[config.mk]
export PLATFORM = sky130hd
export DESIGN_NAME = cat_control_unit
export DESIGN_NICKNAME = d
export VERILOG_FILES = /design/src/rtl/cat_control_unit.sv
export SDC_FILE = /design/constraint.sdc
export NUM_CORES = 1
export LEC_CHECK = 0
export ABC_CLOCK_PERIOD_IN_PS = 3400
export BUFFER_PORTS_ARGS = -buffer_cell sky130_fd_sc_hd__buf_2
export CELL_PAD_IN_SITES_DETAIL_PLACEMENT = 0
export CELL_PAD_IN_SITES_GLOBAL_PLACEMENT = 2
export CORE_ASPECT_RATIO = 0.6
export CORE_MARGIN = 1.5
export CORE_UTILIZATION = 40
export CTS_BUF_LIST = sky130_fd_sc_hd__clkbuf_2 sky130_fd_sc_hd__clkbuf_4 sky130_fd_sc_hd__clkbuf_8
export DETAILED_ROUTE_END_ITERATION = 10
export GPL_TIMING_DRIVEN = 0
export HOLD_SLACK_MARGIN = 0.03
export PLACE_DENSITY = 0.88
export SLEW_MARGIN = 20
export SYNTH_ARGS = -nofsm -noshare
export SYNTH_HDL_FRONTEND = slang
export SYNTH_SLANG_ARGS = --single-unit
[constraint.sdc]
create_clock -name clk -period 3.4 [get_ports clk]
set_input_delay 0.85 -clock clk [delete_from_list [all_inputs] [get_ports clk]]
set_output_delay 0.85 -clock clk [all_outputs]
set_load 0.05 [all_outputs]
[src/rtl/cat_control_unit.sv]
// Top-level sequencer for the chromatic-adaptation accelerator: schedules ALS reads,
// follows the processing/display pipeline status until idle, and drives a debug LED bank.
module cat_control_unit #(
   parameter int INIT_DELAY    = 16,
   parameter int REFRESH_DELAY = 10_000_000,
   parameter int ALS_TIMEOUT   = 1_000_000
) (
   input  logic       clk,
   input  logic       rst,
   input  logic       als_busy,
   input  logic       processing_busy,
   input  logic       display_busy,
   input  logic       cct_valid,
   input  logic       xyz_valid,
   input  logic       matrix_valid,
   input  logic [3:0] sw,
   output logic       als_read_req,
   output logic [7:0] leds
);

   typedef enum logic [1:0] {
      INIT     = 2'b00,
      READ_ALS = 2'b01,
      PROCESS  = 2'b10,
      WAIT     = 2'b11
   } state_t;

   localparam int IW = (INIT_DELAY > 0) ? $clog2(INIT_DELAY + 1) : 1;
   localparam int TW = (ALS_TIMEOUT > 1) ? $clog2(ALS_TIMEOUT + 1) : 1;
   localparam logic [23:0] REFRESH_24 = 24'(REFRESH_DELAY);

   state_t         state;
   logic [IW-1:0]  init_cnt;
   logic [TW-1:0]  timeout_cnt;
   logic [23:0]    delay_counter;
   logic           matrix_seen;
   logic [23:0]    period;
   logic           matrix_done;
   logic           pipeline_idle;

   always_comb begin
      period        = REFRESH_24 >> sw[3:2];
      matrix_done   = matrix_seen | matrix_valid;
      pipeline_idle = ~processing_busy & ~display_busy;
   end

   always_ff @(posedge clk or posedge rst) begin
      if (rst) begin
         state         <= INIT;
         als_read_req  <= 1'b0;
         leds          <= 8'd0;
         delay_counter <= 24'd0;
         matrix_seen   <= 1'b0;
         init_cnt      <= '0;
         timeout_cnt   <= '0;
      end else begin
         als_read_req <= 1'b0;
         leds <= {als_busy, cct_valid, xyz_valid, matrix_valid,
                  processing_busy, display_busy, state};
         case (state)
            INIT: begin
               if (init_cnt == IW'(INIT_DELAY)) begin
                  state        <= READ_ALS;
                  als_read_req <= 1'b1;
                  timeout_cnt  <= '0;
               end else begin
                  init_cnt <= init_cnt + 1'b1;
               end
            end
            READ_ALS: begin
               // A CCT arriving on the timeout cycle takes priority over a re-request.
               if (cct_valid) begin
                  state       <= PROCESS;
                  matrix_seen <= 1'b0;
               end else if (timeout_cnt == TW'(ALS_TIMEOUT - 1)) begin
                  als_read_req <= 1'b1;
                  timeout_cnt  <= '0;
               end else begin
                  timeout_cnt <= timeout_cnt + 1'b1;
               end
            end
            PROCESS: begin
               if (matrix_done && pipeline_idle) begin
                  state         <= WAIT;
                  delay_counter <= period;
               end else begin
                  matrix_seen <= matrix_done;
               end
            end
            WAIT: begin
               // Force-read beats both pause and the remaining delay.
               if (sw[1] || delay_counter == 24'd0) begin
                  state        <= READ_ALS;
                  als_read_req <= 1'b1;
                  timeout_cnt  <= '0;
               end else if (!sw[0]) begin
                  delay_counter <= delay_counter - 24'd1;
               end
            end
            default: state <= INIT;
         endcase
      end
   end

endmodule

==> results of run 1 <==
==> synth_stat cells (all sizes together) (4+ instances only) <==
cell,number,area (µm²)
dfrtp,61,1530
o21ai,42,210
nor2,36,135
nand2,28,108
a21oi,26,130
inv,19,71.3
ha,15,188
o31ai,13,97.6
clkbuf,11,41.3
nand3,10,50.1
nor3,10,50.1
a31oi,9,56.3
nand4,7,43.8
or4,6,52.6
buf,5,37.5
nor2b,5,31.3
o22a,5,43.8
o41ai,5,58.8
nand2b,4,25.0
==> registers in the layout, summed over array words and instances (netlist names) <==
name,count
init_cnt,5
delay_counter,24
leds,8
matrix_seen,1
als_read_req,1
state,2
timeout_cnt,20
==> through the flow <==
stage / setup TNS (ns) / hold WS (ns)
6_report: 0 / 0.460
5_1_grt: 0 / 0.467
4_1_cts: 0 / 0.458
3_3_place_gp: -5.50 / 0.444
3_5_place_dp: 0 / 0.459
2_1_floorplan: 0 / 0.416
==> worst max path at each step <==
stage	start	end	slack [ns]
6_report	delay_counter[0]	timeout_cnt[14]	0.35
5_1_grt	delay_counter[0]	delay_counter[8]	0.14
4_1_cts	delay_counter[0]	timeout_cnt[14]	0.37
3_5_place_dp	timeout_cnt[0]	timeout_cnt[16]	0.37
3_3_place_gp	display_busy	delay_counter[10]	-0.34
2_1_floorplan	display_busy	delay_counter[10]	0.55
==> final cells by class <==
type	count	area, µm²	area share, %
clock inverters	3	42.5	1.08
multi-input cells	276	1770	45.0
repair buffers	22	131	3.34
well taps	108	135	3.43
flip-flops and latches	61	1530	38.8
plain buffers	16	78.8	2.00
inverters	20	77.6	1.97
clock buffers	13	173	4.39
==> cell families (layout without fill, tap and decap cells) <==
group | Yosys count | in the layout | share of synthesized area (%)
simple gates | 127 | 127 | 19.8
compound gates | 124 | 124 | 23.2
flops | 61 | 61 | 44.3
buf+inv | 36 | 74 | 4.47
fa+ha+maj | 15 | 15 | 5.45
xor+xnor | 6 | 6 | 1.53
mux | 4 | 4 | 1.27
==> routing by layer <==
layer	GRT usage (%)	wire, µm	vias to the layer above
met5	0	0	-
met4	5.04	65	0
met3	6.59	660	8
met2	27.7	3370	86
met1	35.0	4860	1452
li1	-	-	1443
==> critical path, stage by stage (launching register included) <==
cell     delay [ns]
dfrtp_1        0.39
inv_1          0.11
ha_1           0.23
or4b_1         0.55
nor4_4         0.36
a211o_2        0.21
nand2_2        0.05
or4_1          0.50
buf_6          0.17
buf_6          0.14
o31ai_1        0.24
==> power by group <==
group | leakage (nW) | internal [mW] | switching, mW
clock | 0.109 | 0.406 | 0.302
sequential | 0.770 | 0.941 | 0.222
combinational | 0.754 | 0.494 | 0.897
==> run_results.csv, run 1 <==
group,metric,value,unit
sta,max_freq,0.328,GHz
sta,finalSetupViolations,0,
floorplan,dieArea,0.00920,mm²
critical_path,worst-r2r-setup-slack,0.35,ns
placed_design,dpl.cell_count,503,
outcome,status,"finished clean",
sta,slew_headroom,50.8,%
logic_synthesis,synth_cell_types,59,
sta,fin_worst_skew,0.0108,ns
cts,h-tree-depth,3,
floorplan,initial_utilization,42.5,%
placed_design,dp_hpwl,6360,µm
finish,diodes,0,
routing,routed_wl,8950,µm
finish,n_fill_cell,768,
cts,cts_resized,0,
pwr,powerDensity,829,mW/mm²
global_routing,grt_max_degree,42,
critical_path,cp-start-kind,"flip-flop",
critical_path,r2r_cells,10,
finish,design_area,0.00394,mm²
critical_path,crit_path_end_kind,"flip-flop",
routing,viasPerCell,5.76,
pwr,leakagePower,1.63,nW
sta,setup_ws,0.355,ns
sta,fin_crit_sh,89.6,%
critical_path,rr_endpoint,"timeout_cnt[14]",
cts,post-cts-setup-buffers,0,
sta,rsz0062_at_grt,"false",
cts,cts-root-buf,"clkbuf_8",
cts,clock_sinks,61,
critical_path,worstSetupPathType,"reg -> reg",
critical_path,r2r-start,"delay_counter[0]",
global_routing,overflow,0,
placed_design,globalplace.congestion,0.784,
logic_synthesis,synth_area_per_cell,9.23,µm²
logic_synthesis,yosysSeqAreaShare,44.3,%
logic_synthesis,synth_edf_count,0,
routing,drc,0,
routing,ant_nets,0,
global_routing,grt_pass1_vias,2789,
routing,wl_per_cell,17.3,µm
cts,clk_latency,0.35,ns
logic_synthesis,syn_area,0.00344,mm²
global_routing,grt_use_total,21.8,%
cts,cts_buffers,9,
finish,final_nets,433,
finish,layout_commonest_cell,"dfrtp_1",
cts,clk_path_buf_depth,2,
flow_run,drv_cap,0,
critical_path,cp_max_fo,10,
floorplan,io_pins,21,
critical_path,critPathRequiredTime,3.65,ns
sta,worst_pin_slew,0.733,ns
floorplan,die_w,123,µm
logic_synthesis,ys_ff_latch,61,
placed_design,pre_cts_ws,0.373,ns
finish,fin_util,48.6,%
floorplan,num_rows,25,
sta,drv_slew,0,
pwr,power,3.26,mW
floorplan,core-area,0.00810,mm²
finish,final-instance-count-excl-fill,519,
logic_synthesis,synth_cells,373,
logic_synthesis,synth_flop_cell,"dfrtp_1",
pwr,vdd_drop_max,0.000472,V
placed_design,post_dp_cell_area,0.00371,mm²
logic_synthesis,syn_nets,400,
routing,drt_iter0_markers,215,
critical_path,arrival,3.29,ns
placed_design,io_buffer_count,20,
sta,hold_violations,0,
cts,cts_hold_buf,0,
logic_synthesis,async_flop_share,100,%
logic_synthesis,ys_warn_count,0,
finish,mostFrequentLayoutCells,"dfrtp_1 (61), o21ai_0 (42), nor2_1 (36)",
floorplan,die_y,74.9,µm
finish,syn2layout_area_growth,14.2,%
routing,vias,2989,
global_routing,grt_first_pass_wirelength,15000,µm
global_routing,grt_antenna_before_repair,0,
routing,first_pass_iters,4,
sta,layout_min_cycle_time,3.05,ns
finish,drive_above_1_share,14.1,%
min_path,min_path_type,"in -> async",
cts,tritoncts,"yes",
cts,clk_pin_slew_worst_paths,0.07,ns
Power figures use the tool's default switching activity.
==> run 2, diff against run 1 <==
--- a/config.mk
+++ b/config.mk
@@ -16,7 +16,7 @@
 export DETAILED_ROUTE_END_ITERATION = 10
 export GPL_TIMING_DRIVEN = 0
 export HOLD_SLACK_MARGIN = 0.03
-export PLACE_DENSITY = 0.88
+export PLACE_DENSITY_LB_ADDON = 0.2
 export SLEW_MARGIN = 20
 export SYNTH_ARGS = -nofsm -noshare
 export SYNTH_HDL_FRONTEND = slang
==> run_results.csv, run 2 (synthesized netlist as in run 1, its figures left out) <==
group,metric,value,unit
finish,final_nets,433,
critical_path,r2r_cells,10,
floorplan,die_y,74.9,µm
sta,worst_pin_slew,0.783,ns
sta,finalSetupViolations,0,
pwr,clkPwrFrac,19.5,%
routing,first_pass_iters,4,
critical_path,critPathMaxStageDelay,0.55,ns
global_routing,overflow,0,
finish,mostFrequentLayoutCells,"dfrtp_1 (61), o21ai_0 (42), nor2_1 (36)",
placed_design,io_buffer_count,20,
global_routing,grt_use_total,22.5,%
cts,clk_path_buf_depth,2,
sta,setup_ws,0.417,ns
routing,ant_nets,0,
critical_path,cp_max_fo,10,
finish,multi_input_comb_area,0.00177,mm²
floorplan,io_pins,21,
routing,routed_wl,9370,µm
routing,drc,0,
cts,tritoncts,"yes",
pwr,leakagePower,1.63,nW
pwr,p_switching,1.42,mW
floorplan,num_rows,25,
critical_path,worst-r2r-setup-slack,0.42,ns
cts,cts_buffers,9,
global_routing,grt_pass1_vias,2653,
finish,reg_top3,"delay_counter (24), timeout_cnt (20), leds (8)",
finish,layout_commonest_cell,"dfrtp_1",
sta,hold_violations,0,
critical_path,crit_path_end_kind,"flip-flop",
pwr,power,3.19,mW
sta,drv_slew,0,
floorplan,initial_utilization,42.5,%
placed_design,globalplace.congestion,0.797,
outcome,status,"finished clean",
pwr,powerDensity,817,mW/mm²
critical_path,crit_path_end,"timeout_cnt[12]",
floorplan,core-area,0.00810,mm²
cts,cts-root-buf,"clkbuf_8",
cts,cts_resized,0,
floorplan,die_w,123,µm
pwr,p_sw_share,44.5,%
critical_path,crit_top_cell,"buf_6",
cts,clk_pin_slew_worst_paths,0.07,ns
sta,fin_crit_sh,87.7,%
cts,clock_sinks,61,
finish,diodes,0,
critical_path,r2r-start,"delay_counter[0]",
sta,fin_hold_ws,0.396,ns
sta,rsz0062_at_grt,"false",
sta,slew_headroom,47.5,%
cts,clk_latency,0.35,ns
routing,drt_iter0_markers,288,
placed_design,post_dp_cell_area,0.00372,mm²
min_path,min_path_type,"in -> async",
finish,drive_above_1_share,14.1,%
finish,final-instance-count-excl-fill,519,
global_routing,grt_first_pass_wirelength,15100,µm
routing,vias,2959,
critical_path,cp-start-kind,"flip-flop",
cts,cts_hold_buf,0,
sta,fin_worst_skew,0.0112,ns
finish,syn2layout_area_growth,13.4,%
critical_path,critPathRequiredTime,3.65,ns
global_routing,grt_max_degree,53,
placed_design,dp_hpwl,6720,µm
finish,n_fill_cell,775,
critical_path,rr_endpoint,"timeout_cnt[12]",
flow_run,drv_cap,0,
routing,viasPerCell,5.70,
finish,largest_reg_flops,24,
critical_path,path_cells,"inv_1 > ha_1 > or4b_1 > nor4_4 > a211o_2 > nand2_2 > or4_1 > buf_6 > buf_6 > o31ai_1",
global_routing,grt_antenna_before_repair,0,
critical_path,cp_slowest_cell,"or4b_1",
cts,h-tree-depth,3,
routing,wl_per_cell,18.1,µm
sta,layout_min_cycle_time,2.98,ns
cts,post-cts-setup-buffers,0,
floorplan,dieArea,0.00920,mm²
pwr,comb_power_share,44.2,%
pwr,p_seq_share,36.3,%
critical_path,worstSetupPathType,"reg -> reg",
pwr,vdd_drop_max,0.000485,V
pwr,intPower,1.77,mW
sta,max_freq,0.335,GHz
finish,regMostFlops,"delay_counter",
placed_design,pre_cts_ws,0.342,ns
critical_path,arrival,3.23,ns
placed_design,dpl.cell_count,503,
critical_path,crit_start,"delay_counter[0]",
finish,regArea,0.00153,mm²
finish,design_area,0.00391,mm²
-- run 2: changes by cell type in the layout (fill, tap and decap cells not counted) --
cell | previous run | this run
clkbuf_4 | 1 | 4
clkbuf_8 | 12 | 11
bufinv_16 | 1 | 0
clkinvlp_4 | 1 | 0
-- run 2: worst max-delay path, delay by kind of cell, from the launching register on --
kind / cells / cell delay [ns]
adders and majority gates: 1 / 0.22
DFF: 1 / 0.38
and+or+nand+nor: 4 / 1.43
buffers and inverters: 3 / 0.40
AOI/OAI and AO/OA: 2 / 0.44
-- run 2: worst min path at each step --
stage,start,to,slack (ns),depth (start not counted)
floorplan,state[1],leds[1],0.42,0
global placement,state[0],leds[0],0.46,0
detailed placement,init_cnt[4],init_cnt[4],0.46,1
CTS,rst,delay_counter[16],0.39,2
global route,rst,delay_counter[16],0.40,2
finish,rst,delay_counter[16],0.40,2
-- run 2: metrics by stage --
stage / TNS (ns) / utilization, %
final: 0 / 48.2
after CTS: 0 / 48.2
after global placement: -6.60 / 45.4
after global routing: 0 / 48.2
after floorplan: 0 / -
after detailed placement: 0 / 45.9
-- run 2: power groups by stage --
stage | combinational [mW] | clock, mW | sequential (mW)
2_1_floorplan | 0.959 | 0 | 1.18
3_3_place_gp | 1.38 | 0 | 1.16
3_5_place_dp | 1.40 | 0 | 1.16
4_1_cts | 1.40 | 0.645 | 1.16
5_1_grt | 1.57 | 0.681 | 1.19
6_report | 1.41 | 0.622 | 1.16
-- run 2: area by class of cell --
| type | count | area share [%] |
|---|---|---|
| clock inverter | 1 | 0.128 |
| tap | 108 | 3.46 |
| buffer | 16 | 2.02 |
| clock buffer | 15 | 4.64 |
| sequential | 61 | 39.1 |
| inverter | 20 | 1.99 |
| timing repair buffer | 22 | 3.36 |
| multi-input combinational | 276 | 45.3 |
-- run 2: layer usage --
metal / vias to the layer above / GRT usage, % / part of all wire, %
met5: - / 0 / 0
met4: 0 / 6.20 / 0.81
met3: 8 / 6.29 / 6.9
met2: 86 / 26.7 / 35
met1: 1428 / 37.6 / 57
li1: 1437 / - / -
==> run 3, diff against run 2 <==
--- a/config.mk
+++ b/config.mk
@@ -6,15 +6,14 @@
 export NUM_CORES = 1
 export LEC_CHECK = 0
 export ABC_CLOCK_PERIOD_IN_PS = 3400
-export BUFFER_PORTS_ARGS = -buffer_cell sky130_fd_sc_hd__buf_2
 export CELL_PAD_IN_SITES_DETAIL_PLACEMENT = 0
 export CELL_PAD_IN_SITES_GLOBAL_PLACEMENT = 2
 export CORE_ASPECT_RATIO = 0.6
 export CORE_MARGIN = 1.5
-export CORE_UTILIZATION = 40
+export CORE_UTILIZATION = 42
 export CTS_BUF_LIST = sky130_fd_sc_hd__clkbuf_2 sky130_fd_sc_hd__clkbuf_4 sky130_fd_sc_hd__clkbuf_8
 export DETAILED_ROUTE_END_ITERATION = 10
-export GPL_TIMING_DRIVEN = 0
+export DONT_BUFFER_PORTS = 1
 export HOLD_SLACK_MARGIN = 0.03
 export PLACE_DENSITY_LB_ADDON = 0.2
 export SLEW_MARGIN = 20
==> run_results.csv, run 3 (synthesized netlist as in run 1, its figures left out) <==
group,metric,value,unit
placed_design,io_buffer_count,0,
cts,clock_sinks,61,
critical_path,r2r_cells,8,
finish,diodes,0,
finish,regMostFlops,"delay_counter",
outcome,status,"finished clean",
finish,mostFrequentLayoutCells,"dfrtp_1 (61), o21ai_0 (42), nor2_1 (36)",
routing,vias,2839,
routing,wl_per_cell,16.8,µm
finish,final-instance-count-excl-fill,490,
finish,n_fill_cell,756,
sta,rsz0062_at_grt,"false",
sta,finalSetupViolations,0,
finish,syn2layout_area_growth,9.84,%
placed_design,globalplace.congestion,0.760,
routing,routed_wl,8240,µm
finish,drive_above_1_share,10.7,%
sta,fin_worst_skew,0.0115,ns
critical_path,cp_slowest_cell,"or4_1",
sta,worst_pin_slew,0.816,ns
min_path,hold_depth,0,
global_routing,grt_max_degree,39,
critical_path,arrival,3.34,ns
pwr,powerDensity,830,mW/mm²
routing,ant_nets,0,
sta,drv_slew,0,
floorplan,initial_utilization,43.5,%
critical_path,worst-r2r-setup-slack,0.30,ns
floorplan,core-area,0.00791,mm²
pwr,leakagePower,1.54,nW
placed_design,dpl.cell_count,474,
global_routing,grt_use_total,21.0,%
floorplan,num_rows,25,
sta,setup_tns,0,ns
critical_path,path_cells,"inv_1 > ha_1 > or4b_1 > nor4_4 > a211o_2 > nand2_2 > or4_1 > o41ai_1",
sta,slew_headroom,45.5,%
routing,drt_iter0_markers,174,
cts,clk_path_buf_depth,2,
global_routing,grt_pass1_vias,2599,
sta,layout_min_cycle_time,3.10,ns
cts,cts_hold_buf,0,
floorplan,die_y,73.2,µm
global_routing,grt_antenna_before_repair,0,
cts,clk_pin_slew_worst_paths,0.08,ns
pwr,power,3.14,mW
floorplan,die_w,120,µm
min_path,min_path_type,"reg -> reg",
sta,fin_crit_sh,91.2,%
cts,tritoncts,"yes",
routing,drc,0,
critical_path,cp_max_fo,17,
cts,post-cts-setup-buffers,0,
critical_path,worstSetupPathType,"reg -> reg",
cts,h-tree-depth,3,
cts,cts-root-buf,"clkbuf_8",
global_routing,grt_first_pass_wirelength,14000,µm
routing,first_pass_iters,5,
critical_path,r2r-start,"delay_counter[0]",
cts,cts_resized,0,
routing,viasPerCell,5.79,
min_path,hold_end,"leds[1]",
floorplan,io_pins,21,
finish,reg_top3,"delay_counter (24), timeout_cnt (20), leds (8)",
finish,final_nets,404,
critical_path,rr_endpoint,"timeout_cnt[7]",
finish,largest_reg_flops,24,
min_path,min_from,"state[1]",
flow_run,drv_cap,0,
critical_path,critPathMaxStageDelay,0.81,ns
critical_path,cp-start-kind,"flip-flop",
finish,layout_commonest_cell,"dfrtp_1",
pwr,vdd_drop_max,0.000493,V
floorplan,dieArea,0.00877,mm²
placed_design,dp_hpwl,5740,µm
critical_path,critPathRequiredTime,3.64,ns
cts,cts_buffers,9,
sta,hold_violations,0,
global_routing,overflow,0,
critical_path,crit_path_end_kind,"flip-flop",
sta,max_freq,0.323,GHz
cts,clk_latency,0.35,ns
-- run 3: cell types whose count changed in the layout (fill, tap and decap cells not counted), sizes merged --
| cell | delta |
|---|---|
| buf | -18 |
| clkbuf | -15 |
| clkinv | +1 |
| bufinv | +1 |
| clkinvlp | +2 |
-- run 3: per-stage QoR --
| stage | area (µm²) | worst slack, ns | utilization (%) | hold WS (ns) |
|---|---|---|---|---|
| floorplan | 3440 | 0.546 | - | 0.416 |
| global placement | 3570 | 0.365 | 45.2 | 0.443 |
| detailed placement | 3570 | 0.297 | 45.2 | 0.435 |
| CTS | 3780 | 0.284 | 47.8 | 0.459 |
| global route | 3780 | 0.128 | 47.8 | 0.489 |
| finish | 3780 | 0.299 | 47.8 | 0.451 |
-- run 3: per-layer routing --
| layer | global-route usage [%] | up-vias | routed length (µm) |
|---|---|---|---|
| met3 | 6.41 | 10 | 521 |
| met2 | 25.3 | 81 | 2990 |
| met5 | 0 | - | 0 |
| li1 | - | 1373 | - |
| met4 | 5.95 | 0 | 101 |
| met1 | 34.2 | 1375 | 4630 |
-- run 3: area by class of cell --
type	instances	area [µm²]	share of cell area, %
inverters	20	75.1	1.98
multi-input cells	276	1770	46.8
flip-flops and latches	61	1530	40.3
clock buffers	11	151	4.00
clock inverters	5	58.8	1.55
well taps	108	135	3.57
repair buffers	9	67.6	1.79
-- run 3: power by group --
group / internal (mW) / switching (mW) / total (mW)
clock network: 0.378 / 0.304 / 0.682
registers: 0.941 / 0.289 / 1.23
logic: 0.476 / 0.753 / 1.23
-- run 3: worst max-delay path by stage --
| stage | start | to | slack, ns |
|---|---|---|---|
| 2_1_floorplan | display_busy | delay_counter[10] | 0.55 |
| 3_3_place_gp | delay_counter[0] | timeout_cnt[7] | 0.37 |
| 3_5_place_dp | delay_counter[0] | timeout_cnt[13] | 0.30 |
| 4_1_cts | delay_counter[0] | timeout_cnt[13] | 0.28 |
| 5_1_grt | delay_counter[0] | timeout_cnt[13] | 0.13 |
| 6_report | delay_counter[0] | timeout_cnt[7] | 0.30 |
-- run 3: worst max-delay path, delay by kind of cell, from the launching register on --
family	cells	cell delay [ns]
simple gates	4	1.69
compound gates	2	0.63
flops	1	0.38
fa+ha+maj	1	0.20
buf+inv	1	0.10
